<file path="config.mk">
export PLATFORM = sky130hd
export DESIGN_NAME = register_file_flat
export DESIGN_NICKNAME = d
export VERILOG_FILES = /design/src/rtl/cpu_defs.sv /design/src/rtl/register_file_if.sv /design/src/rtl/reg_read_port.sv /design/src/rtl/register_file.sv /design/src/flat_wrapper.sv
export SDC_FILE = /design/constraint.sdc
export NUM_CORES = 2
export LEC_CHECK = 0
export ABC_AREA = 1
export BUFFER_PORTS_ARGS = -buffer_cell sky130_fd_sc_hd__buf_2
export CAP_MARGIN = 20
export CORE_MARGIN = 4
export CORE_UTILIZATION = 40
export CTS_CLUSTER_SIZE = 40
export DETAILED_ROUTE_END_ITERATION = 8
export MAX_ROUTING_LAYER = met4
export PLACE_DENSITY_LB_ADDON = 0.25
export SLEW_MARGIN = 10
export SYNTH_ARGS = -nofsm -noshare
export SYNTH_HDL_FRONTEND = slang
export SYNTH_HIERARCHICAL = 1
export SYNTH_SLANG_ARGS = --single-unit
</file>
<file path="constraint.sdc">
create_clock -name clockIn -period 2.6 [get_ports clockIn]
set_clock_uncertainty 0.2 [all_clocks]
set_input_delay 0.52 -clock clockIn [delete_from_list [all_inputs] [get_ports clockIn]]
set_output_delay 0.52 -clock clockIn [all_outputs]
set_load 0.05 [all_outputs]
</file>
<file path="src/rtl/cpu_defs.sv">
// Shared definitions for the RV32I out-of-order core: widths, register
// index constants and the common word/index types.
package cpu_defs;

    localparam int ROB_WIDTH     = 4;
    localparam int REG_IDX_WIDTH = 5;
    localparam int XLEN          = 32;
    localparam int NUM_REGS      = 2 ** REG_IDX_WIDTH;

    localparam logic [REG_IDX_WIDTH-1:0] REG_ZERO = 5'd0;

    typedef logic [REG_IDX_WIDTH-1:0] regIdxT;
    typedef logic [XLEN-1:0]          wordT;

endpackage

</file>
<file path="src/rtl/register_file_if.sv">
// Bus between the instruction unit / reorder buffer and the register file:
// stall and flush, commit write, rename at dispatch and two operand lookups.
interface register_file_if #(
    parameter int ROB_WIDTH = cpu_defs::ROB_WIDTH
);
    import cpu_defs::*;

    logic                 readyIn;
    logic                 clear;

    logic                 regUpdateValid;
    regIdxT               regUpdateDest;
    wordT                 regValue;
    logic [ROB_WIDTH-1:0] regUpdateRobId;

    logic                 renameValid;
    regIdxT               renameDest;
    logic [ROB_WIDTH-1:0] renameRobId;

    regIdxT               rs1;
    logic                 rs1Dirty;
    logic [ROB_WIDTH-1:0] rs1Dep;
    wordT                 rs1Value;

    regIdxT               rs2;
    logic                 rs2Dirty;
    logic [ROB_WIDTH-1:0] rs2Dep;
    wordT                 rs2Value;

    modport master (
        output readyIn, clear,
        output regUpdateValid, regUpdateDest, regValue, regUpdateRobId,
        output renameValid, renameDest, renameRobId,
        output rs1, rs2,
        input  rs1Dirty, rs1Dep, rs1Value,
        input  rs2Dirty, rs2Dep, rs2Value
    );

    modport slave (
        input  readyIn, clear,
        input  regUpdateValid, regUpdateDest, regValue, regUpdateRobId,
        input  renameValid, renameDest, renameRobId,
        input  rs1, rs2,
        output rs1Dirty, rs1Dep, rs1Value,
        output rs2Dirty, rs2Dep, rs2Value
    );

endinterface

</file>
<file path="src/rtl/reg_read_port.sv">
// One combinational source-operand lookup: commit bypass, pending-tag report
// or the architectural value, in that priority order.
module reg_read_port
    import cpu_defs::*;
#(
    parameter int TAG_WIDTH = cpu_defs::ROB_WIDTH
) (
    input  regIdxT                             rsIdx,
    input  logic [NUM_REGS-1:0]                busyVec,
    input  logic [NUM_REGS-1:0][TAG_WIDTH-1:0] tagVec,
    input  logic [NUM_REGS-1:0][XLEN-1:0]      regVec,
    input  logic                               commitValid,
    input  regIdxT                             commitDest,
    input  wordT                               commitValue,
    input  logic [TAG_WIDTH-1:0]               commitRobId,
    output logic                               dirty,
    output logic [TAG_WIDTH-1:0]               dep,
    output wordT                               value
);

    logic bypassHit;

    // The committing entry is exactly the producer this source waits on.
    always_comb begin
        bypassHit = busyVec[rsIdx] && commitValid &&
                    (commitDest == rsIdx) && (commitRobId == tagVec[rsIdx]);
    end

    always_comb begin
        dirty = 1'b0;
        dep   = '0;
        value = '0;
        if (rsIdx != REG_ZERO) begin
            if (bypassHit) begin
                value = commitValue;
            end else if (busyVec[rsIdx]) begin
                dirty = 1'b1;
                dep   = tagVec[rsIdx];
            end else begin
                value = regVec[rsIdx];
            end
        end
    end

endmodule

</file>
<file path="src/rtl/register_file.sv">
// Architectural register file with rename tags: commits from the reorder
// buffer, dispatch renames, misprediction clear and two operand lookups.
module register_file #(
    parameter int ROB_WIDTH = cpu_defs::ROB_WIDTH
) (
    input  logic            clockIn,
    input  logic            resetIn,
    register_file_if.slave  bus
);
    import cpu_defs::*;

    logic [NUM_REGS-1:0]                busy;
    logic [NUM_REGS-1:0][ROB_WIDTH-1:0] tags;
    logic [NUM_REGS-1:0][XLEN-1:0]      regs;

    logic commitEn;
    logic renameEn;

    always_comb begin
        commitEn = bus.readyIn && bus.regUpdateValid && (bus.regUpdateDest != REG_ZERO);
        renameEn = bus.readyIn && bus.renameValid && !bus.clear &&
                   (bus.renameDest != REG_ZERO);
    end

    // Later assignments win: a clear overrides the commit's busy release,
    // and a rename overrides both on busy and tag.
    always_ff @(posedge clockIn or negedge resetIn) begin
        if (!resetIn) begin
            regs <= '0;
            busy <= '0;
            tags <= '0;
        end else begin
            if (commitEn) begin
                regs[bus.regUpdateDest] <= bus.regValue;
                if (tags[bus.regUpdateDest] == bus.regUpdateRobId) begin
                    busy[bus.regUpdateDest] <= 1'b0;
                end
            end
            if (bus.readyIn && bus.clear) begin
                busy <= '0;
            end
            if (renameEn) begin
                busy[bus.renameDest] <= 1'b1;
                tags[bus.renameDest] <= bus.renameRobId;
            end
        end
    end

    reg_read_port #(
        .TAG_WIDTH (ROB_WIDTH)
    ) readPort1 (
        .rsIdx       (bus.rs1),
        .busyVec     (busy),
        .tagVec      (tags),
        .regVec      (regs),
        .commitValid (bus.regUpdateValid),
        .commitDest  (bus.regUpdateDest),
        .commitValue (bus.regValue),
        .commitRobId (bus.regUpdateRobId),
        .dirty       (bus.rs1Dirty),
        .dep         (bus.rs1Dep),
        .value       (bus.rs1Value)
    );

    reg_read_port #(
        .TAG_WIDTH (ROB_WIDTH)
    ) readPort2 (
        .rsIdx       (bus.rs2),
        .busyVec     (busy),
        .tagVec      (tags),
        .regVec      (regs),
        .commitValid (bus.regUpdateValid),
        .commitDest  (bus.regUpdateDest),
        .commitValue (bus.regValue),
        .commitRobId (bus.regUpdateRobId),
        .dirty       (bus.rs2Dirty),
        .dep         (bus.rs2Dep),
        .value       (bus.rs2Value)
    );

endmodule
</file>
<file path="src/flat_wrapper.sv">
// flat-port wrapper written by rule: the top's interface ports become plain ports
module register_file_flat import cpu_defs::*;
#(
    parameter int ROB_WIDTH = cpu_defs::ROB_WIDTH
)
  (clockIn, resetIn, bus_readyIn, bus_clear, bus_regUpdateValid, bus_regUpdateDest, bus_regValue, bus_regUpdateRobId, bus_renameValid, bus_renameDest, bus_renameRobId, bus_rs1, bus_rs2, bus_rs1Dirty, bus_rs1Dep, bus_rs1Value, bus_rs2Dirty, bus_rs2Dep, bus_rs2Value);
  register_file_if #(.ROB_WIDTH(ROB_WIDTH)) bus_i ();
  input  logic clockIn;
  input  logic resetIn;
  input wire logic [$bits(bus_i.readyIn)-1:0] bus_readyIn;
  input wire logic [$bits(bus_i.clear)-1:0] bus_clear;
  input wire logic [$bits(bus_i.regUpdateValid)-1:0] bus_regUpdateValid;
  input wire logic [$bits(bus_i.regUpdateDest)-1:0] bus_regUpdateDest;
  input wire logic [$bits(bus_i.regValue)-1:0] bus_regValue;
  input wire logic [$bits(bus_i.regUpdateRobId)-1:0] bus_regUpdateRobId;
  input wire logic [$bits(bus_i.renameValid)-1:0] bus_renameValid;
  input wire logic [$bits(bus_i.renameDest)-1:0] bus_renameDest;
  input wire logic [$bits(bus_i.renameRobId)-1:0] bus_renameRobId;
  input wire logic [$bits(bus_i.rs1)-1:0] bus_rs1;
  input wire logic [$bits(bus_i.rs2)-1:0] bus_rs2;
  output wire logic [$bits(bus_i.rs1Dirty)-1:0] bus_rs1Dirty;
  output wire logic [$bits(bus_i.rs1Dep)-1:0] bus_rs1Dep;
  output wire logic [$bits(bus_i.rs1Value)-1:0] bus_rs1Value;
  output wire logic [$bits(bus_i.rs2Dirty)-1:0] bus_rs2Dirty;
  output wire logic [$bits(bus_i.rs2Dep)-1:0] bus_rs2Dep;
  output wire logic [$bits(bus_i.rs2Value)-1:0] bus_rs2Value;
  assign bus_i.readyIn = bus_readyIn;
  assign bus_i.clear = bus_clear;
  assign bus_i.regUpdateValid = bus_regUpdateValid;
  assign bus_i.regUpdateDest = bus_regUpdateDest;
  assign bus_i.regValue = bus_regValue;
  assign bus_i.regUpdateRobId = bus_regUpdateRobId;
  assign bus_i.renameValid = bus_renameValid;
  assign bus_i.renameDest = bus_renameDest;
  assign bus_i.renameRobId = bus_renameRobId;
  assign bus_i.rs1 = bus_rs1;
  assign bus_i.rs2 = bus_rs2;
  assign bus_rs1Dirty = bus_i.rs1Dirty;
  assign bus_rs1Dep = bus_i.rs1Dep;
  assign bus_rs1Value = bus_i.rs1Value;
  assign bus_rs2Dirty = bus_i.rs2Dirty;
  assign bus_rs2Dep = bus_i.rs2Dep;
  assign bus_rs2Value = bus_i.rs2Value;
  register_file #(.ROB_WIDTH(ROB_WIDTH)) u_core (.clockIn(clockIn), .resetIn(resetIn), .bus(bus_i));
endmodule
</file>
* Word-level counts from Yosys, hierarchy flattened *
Index checks and enable logic that the tools add are counted.

word-level totals
  output and inout bits = 74
  word-level logic and storage cells = 144
  bits in registers = 1184
  bits of input ports = 66

cells by class
  magnitude comparators = 6
  reductions and logical operators = 19
  bitwise operators = 3
  eq/ne operators = 5
  multiplexer cells = 46

operators by type and width
  operator            number
  $bwmux 1024         1
  $mux 32             13
  $bmux 32 s5         2
  $demux 32 s5        1
  $bwmux 128          1
  $bmux 4 s5          3
  $mux 4              10
  $and 32x32->32      1
  $not 32->32         1
  $or 32x32->32       1
  $lt 5x6->1 const B  4
  $demux 4 s5         1
  $reduce_bool 5->1   4
  $logic_and 1x1->1   14
  $eq 4x4->1          3
  $bmux 1 s5          2
  $demux 1 s5         2
  $eq 5x5->1          2
  $ge 5x1->1 const B  2
  $mux 1              10
  $logic_not 1->1     1

* Longest topological paths before layout *
  depth after elaboration = 11
  mapped depth = 19
  depth with buffers taken out = 15

* Hierarchy *
Netlist, hierarchy kept.

by module, submodules not included
  module         seq. area each (µm²)  area each (µm²)  cells each  times used
  register_file  29628.4               43446.7          4461        1
  reg_read_port  0.0                   11607.4          2446        2

* Worst setup path before layout *
OpenSTA, ideal clock, no wires.

  kind = input to output
  from = input port bus_rs1[1]
  to = output port bus_rs1Value[21]
  setup slack = -0.845 ns
  data arrival time = 2.725 ns
  required time = 1.880 ns
  buffers on the path = 5
  cell stages on the path = 18
  path through = buf_4 inv_2 buf_6 buf_4 nand3_1 nand3_1 nand3_1 nand2_1 nand2_1 nand2_1 nand2_1 nor2_1 nand3_1 buf_2 buf_6 nand2_1 nand2_1 nor2_1

between the ends
  word-level cells in the longest chain between the ends = 7
  elaborated cells between the ends (all ways) = 15
  those cells by class = eq/ne: 2; mux: 9; reduce/logical: 4

ends and longest elaborated chain
  what                                             line                 RTL
  from (decl)                                      flat_wrapper.sv:19   input wire logic [$bits(bus_i.rs1)-1:0] bus_rs1;
  branches (longest 6 deep; another with $mux 32)  --
  $mux 32 (*)                                      reg_read_port.sv:33  if (rsIdx != REG_ZERO) begin
  to (decl)                                        flat_wrapper.sv:23   output wire logic [$bits(bus_i.rs1Value)-1:0] bus_rs1Value;

Mark *: on every way between the ends. The select of a mux whose other input is x is not followed.

* Final worst setup path *
  from = input port bus_rs1[3]
  to = output port bus_rs1Value[20]

Same word-level chain as after synthesis.

==> results by group <==
Status
  – Status: finished, violations left
  – Failing checks: setup timing

Power and ir drop
  – PwrDens: 646 mW/mm^2
  – Static leakage: 37.3 nW
  – Peak VDD IR: 0.428 mV

Worst setup path
  – CP dominant cell by count: buf_4
  – Buf+Inv Stages, Crit Path: 5
  – Worst Path Required: 1880 ps
  – Max incr delay on CP: 870 ps
  – CP Max Fanout: 43
  – CP Capture Type: primary output
  – Worst-path cell chain: buf_4 > buf_4 > buf_4 > buf_4 > nand3_1 > o2111ai_1 > nand3_1 > nand2_4 > nand2_2 > nor2_4 > buf_8
  – CP Class: primary input to primary output
  – Slowest cell on crit path: buf_4
  – Worst path top cell family by delay: buffers and inverters
  – Critical Path Source Type: primary input
  – CP Data Arrival Time: 3260 ps

Global route
  – Initial antenna violation count: 1
  – First-pass GRT wire length: 437000 microns
  – Vias in the first global route: 66542
  – Grt ovf: 0
  – Global Route Usage Sum: 34.1%
  – Largest net degree at the start of global routing: 100

Floorplan
  – Die H: 416 microns
  – I/O pin cnt: 140
  – Num rows: 149
  – Core Region: 0.165 sq mm
  – Die Span X: 416 microns
  – Starting Density: 40.3%
  – Die area: 0.173 sq mm

Timing
  – FMAX: 0.251 GHz
  – Sum Neg Setup Slack: -94150 ps
  – RSZ-0062 raised after global routing: true
  – Final min period: 3980 ps
  – Slew Limit Fails: 0
  – Final setup viols: 74
  – Tightest Pin Transition: 1070 ps
  – Final Hold Viols: 0
  – Hold_ws: 37.4 ps
  – Part of the cycle the worst path needs: 153%
  – Slew HR: 28.4%
  – Final WS setup: -1380 ps

Run
  – Max Cap Violations: 0

Drt
  – First-pass DRT Iterations: 9
  – DRT iter0 DRCs: 10649
  – Vias after detailed routing: 71256
  – Via density: 6.01
  – Routed Antenna Nets: 0
  – Routed wire length: 296000 microns
  – DRC violations left: 0
  – Avg WL per Cell: 25.0 microns

Synthesis
  – Compound-cell area share of the yosys netlist: 21.6%
  – Syn nets: 9419
  – Largest family of logic cells by synthesized area: simple AND/OR/NAND/NOR gates
  – Mapped cell area: 0.0667 sq mm
  – Xor-xnor portion of the synthesized cell area: 0.131%
  – Synth cell types: 35
  – Post-synth top area share: 44.4%
  – Post-synthesis register bit count: 1184
  – Synthesis warning total: 6
  – Mux contribution to synthesized area: 1.50%
  – Dominant cell type by area after synthesis: dfrtp_1
  – Synthesized instance count: 9353
  – Adder-Cell Fraction of Synth Area: 0%
  – Synth area leaders: dfrtp_1 44%, nand2_1 15%, o21ai_0 15%, nor2_1 6.9%, clkbuf_1 3.6%
  – Post-synthesis simple-gate area fraction: 25.5%
  – Syn_area_per_cell: 7.13 sq um
  – Seq/Total Area, Yosys: 44.4%

Placement
  – Buffers on Ports: 139
  – Worst slack, placed: -1430 ps
  – Gpl congestion: 1.01
  – HPWL after DPL: 182000 microns

Clock network
  – CTS Buf Count: 139
  – Clk Latency, worst-skew pair: 810 ps
  – CTS Sinks: 1184
  – Clk slew on worst S/H paths: 50 ps
  – Clk buf depth: 3
  – Clk root buf: clkbuf_16
  – CTS tree: built
  – H-Tree Depth: 4

Final layout
  – Commonest non-fill, non-tap cell in the layout: nand2_1
  – Layout cells sized above 1: 15.6%
  – Area added between synthesis and finish: 23.0%
  – Nets: 9623
  – Commonest cells after routing, fill and taps aside: 2506 x nand2_1, 1939 x o21ai_0, 1183 x dfrtp_1, 1085 x nor2_1, 561 x buf_4

Min path
  – Min-delay worst type: primary input to async pin
final timing paths:
check	from	endpoint	slack, ps	cells past startpoint
worst max-delay path	bus_rs1[3]	bus_rs1Value[20]	-1380	11
worst min-delay path	resetIn	u_core/regs[328]	40	2
worst max register to register	u_core/tags[78]	u_core/busy[18]	50	16
worst min register to register	u_core/regs[25]	u_core/regs[25]	190	0
max in group asynchronous	resetIn	u_core/regs[23]	1200	4
min in group clockIn	bus_renameRobId[2]	u_core/tags[86]	100	4
routing by layer:
| metal | wire length, microns | global-route usage [%] | vias up |
|---|---|---|---|
| li1 | - | - | 31592 |
| met1 | 115000 | 43.4 | 34163 |
| met2 | 130000 | 50.1 | 4461 |
| met3 | 30500 | 6.75 | 1040 |
| met4 | 20900 | 20.9 | 0 |
| met5 | 0 | - | - |
synthesized netlist by cell type (all sizes together):
cell type / count
o2111ai: 62
mux2i: 100
a211oi: 10
nor3: 42
nand2: 2627
or2: 18
clkinv: 2
o221ai: 100
inv: 281
nand3: 372
o22ai: 186
a21oi: 132
nor2: 1223
xor2: 8
o211ai: 176
nand3b: 6
buf: 200
clkbuf: 642
nand4: 34
dfrtp: 1184
xnor2: 2
o221a: 2
o21ai: 1944
state kept, by name (all words and copies together), names as in the netlist:
| signal | flops |
|---|---|
| u_core/tags | 128 |
| u_core/regs | 1024 |
| u_core/busy | 32 |
what timing repair did:
item | 4_1_cts | 5_1_grt
pin swaps | 39 | 58
gates resized for setup | 368 | 124
setup buffers | 33 | 14
setup endpoints to repair | 74 | 103
hold buffers | 1 | 0
hold endpoints to repair | 755 | 0
gates cloned | 9 | 0
final cells by class:
type | count | area, sq um
Clock buffer | 199 | 3950
Tap cell | 2189 | 2740
Clock inverter | 47 | 641
Antenna cell | 1 | 2.50
Fill cell | 15745 | 83400
Inverter | 283 | 1170
Multi-Input combinational cell | 7044 | 34200
Timing Repair Buffer | 905 | 9620
Sequential cell | 1184 | 29600
report_power, final:
| part | switching [W] | leakage (nW) | internal, W |
|---|---|---|---|
| Combinational | 0.00661 | 19.2 | 0.00387 |
| Sequential | 0.00176 | 15.9 | 0.0206 |
| Clock | 0.00840 | 2.25 | 0.0117 |
kinds of logic after synthesis:
group                     Yosys count
and+or+nand+nor                  4322
AOI/OAI and AO/OA                2612
DFF                              1184
buffers and inverters            1125
muxes                             100
xor gates and xnor gates           10
through the flow:
step | util [%] | cells | cell area, sq um | total power (W)
finish | 49.6 | 11852 | 82000 | 0.0530
CTS | 49.3 | 11844 | 81500 | 0.0528
detailed placement | 45.4 | 11557 | 75100 | 0.0323
floorplan | - | 9353 | 67400 | 0.0281
global route | 49.6 | 11851 | 82000 | 0.0551
global placement | 45.4 | 11557 | 75100 | 0.0320
(Power assumes the default switching activity.)
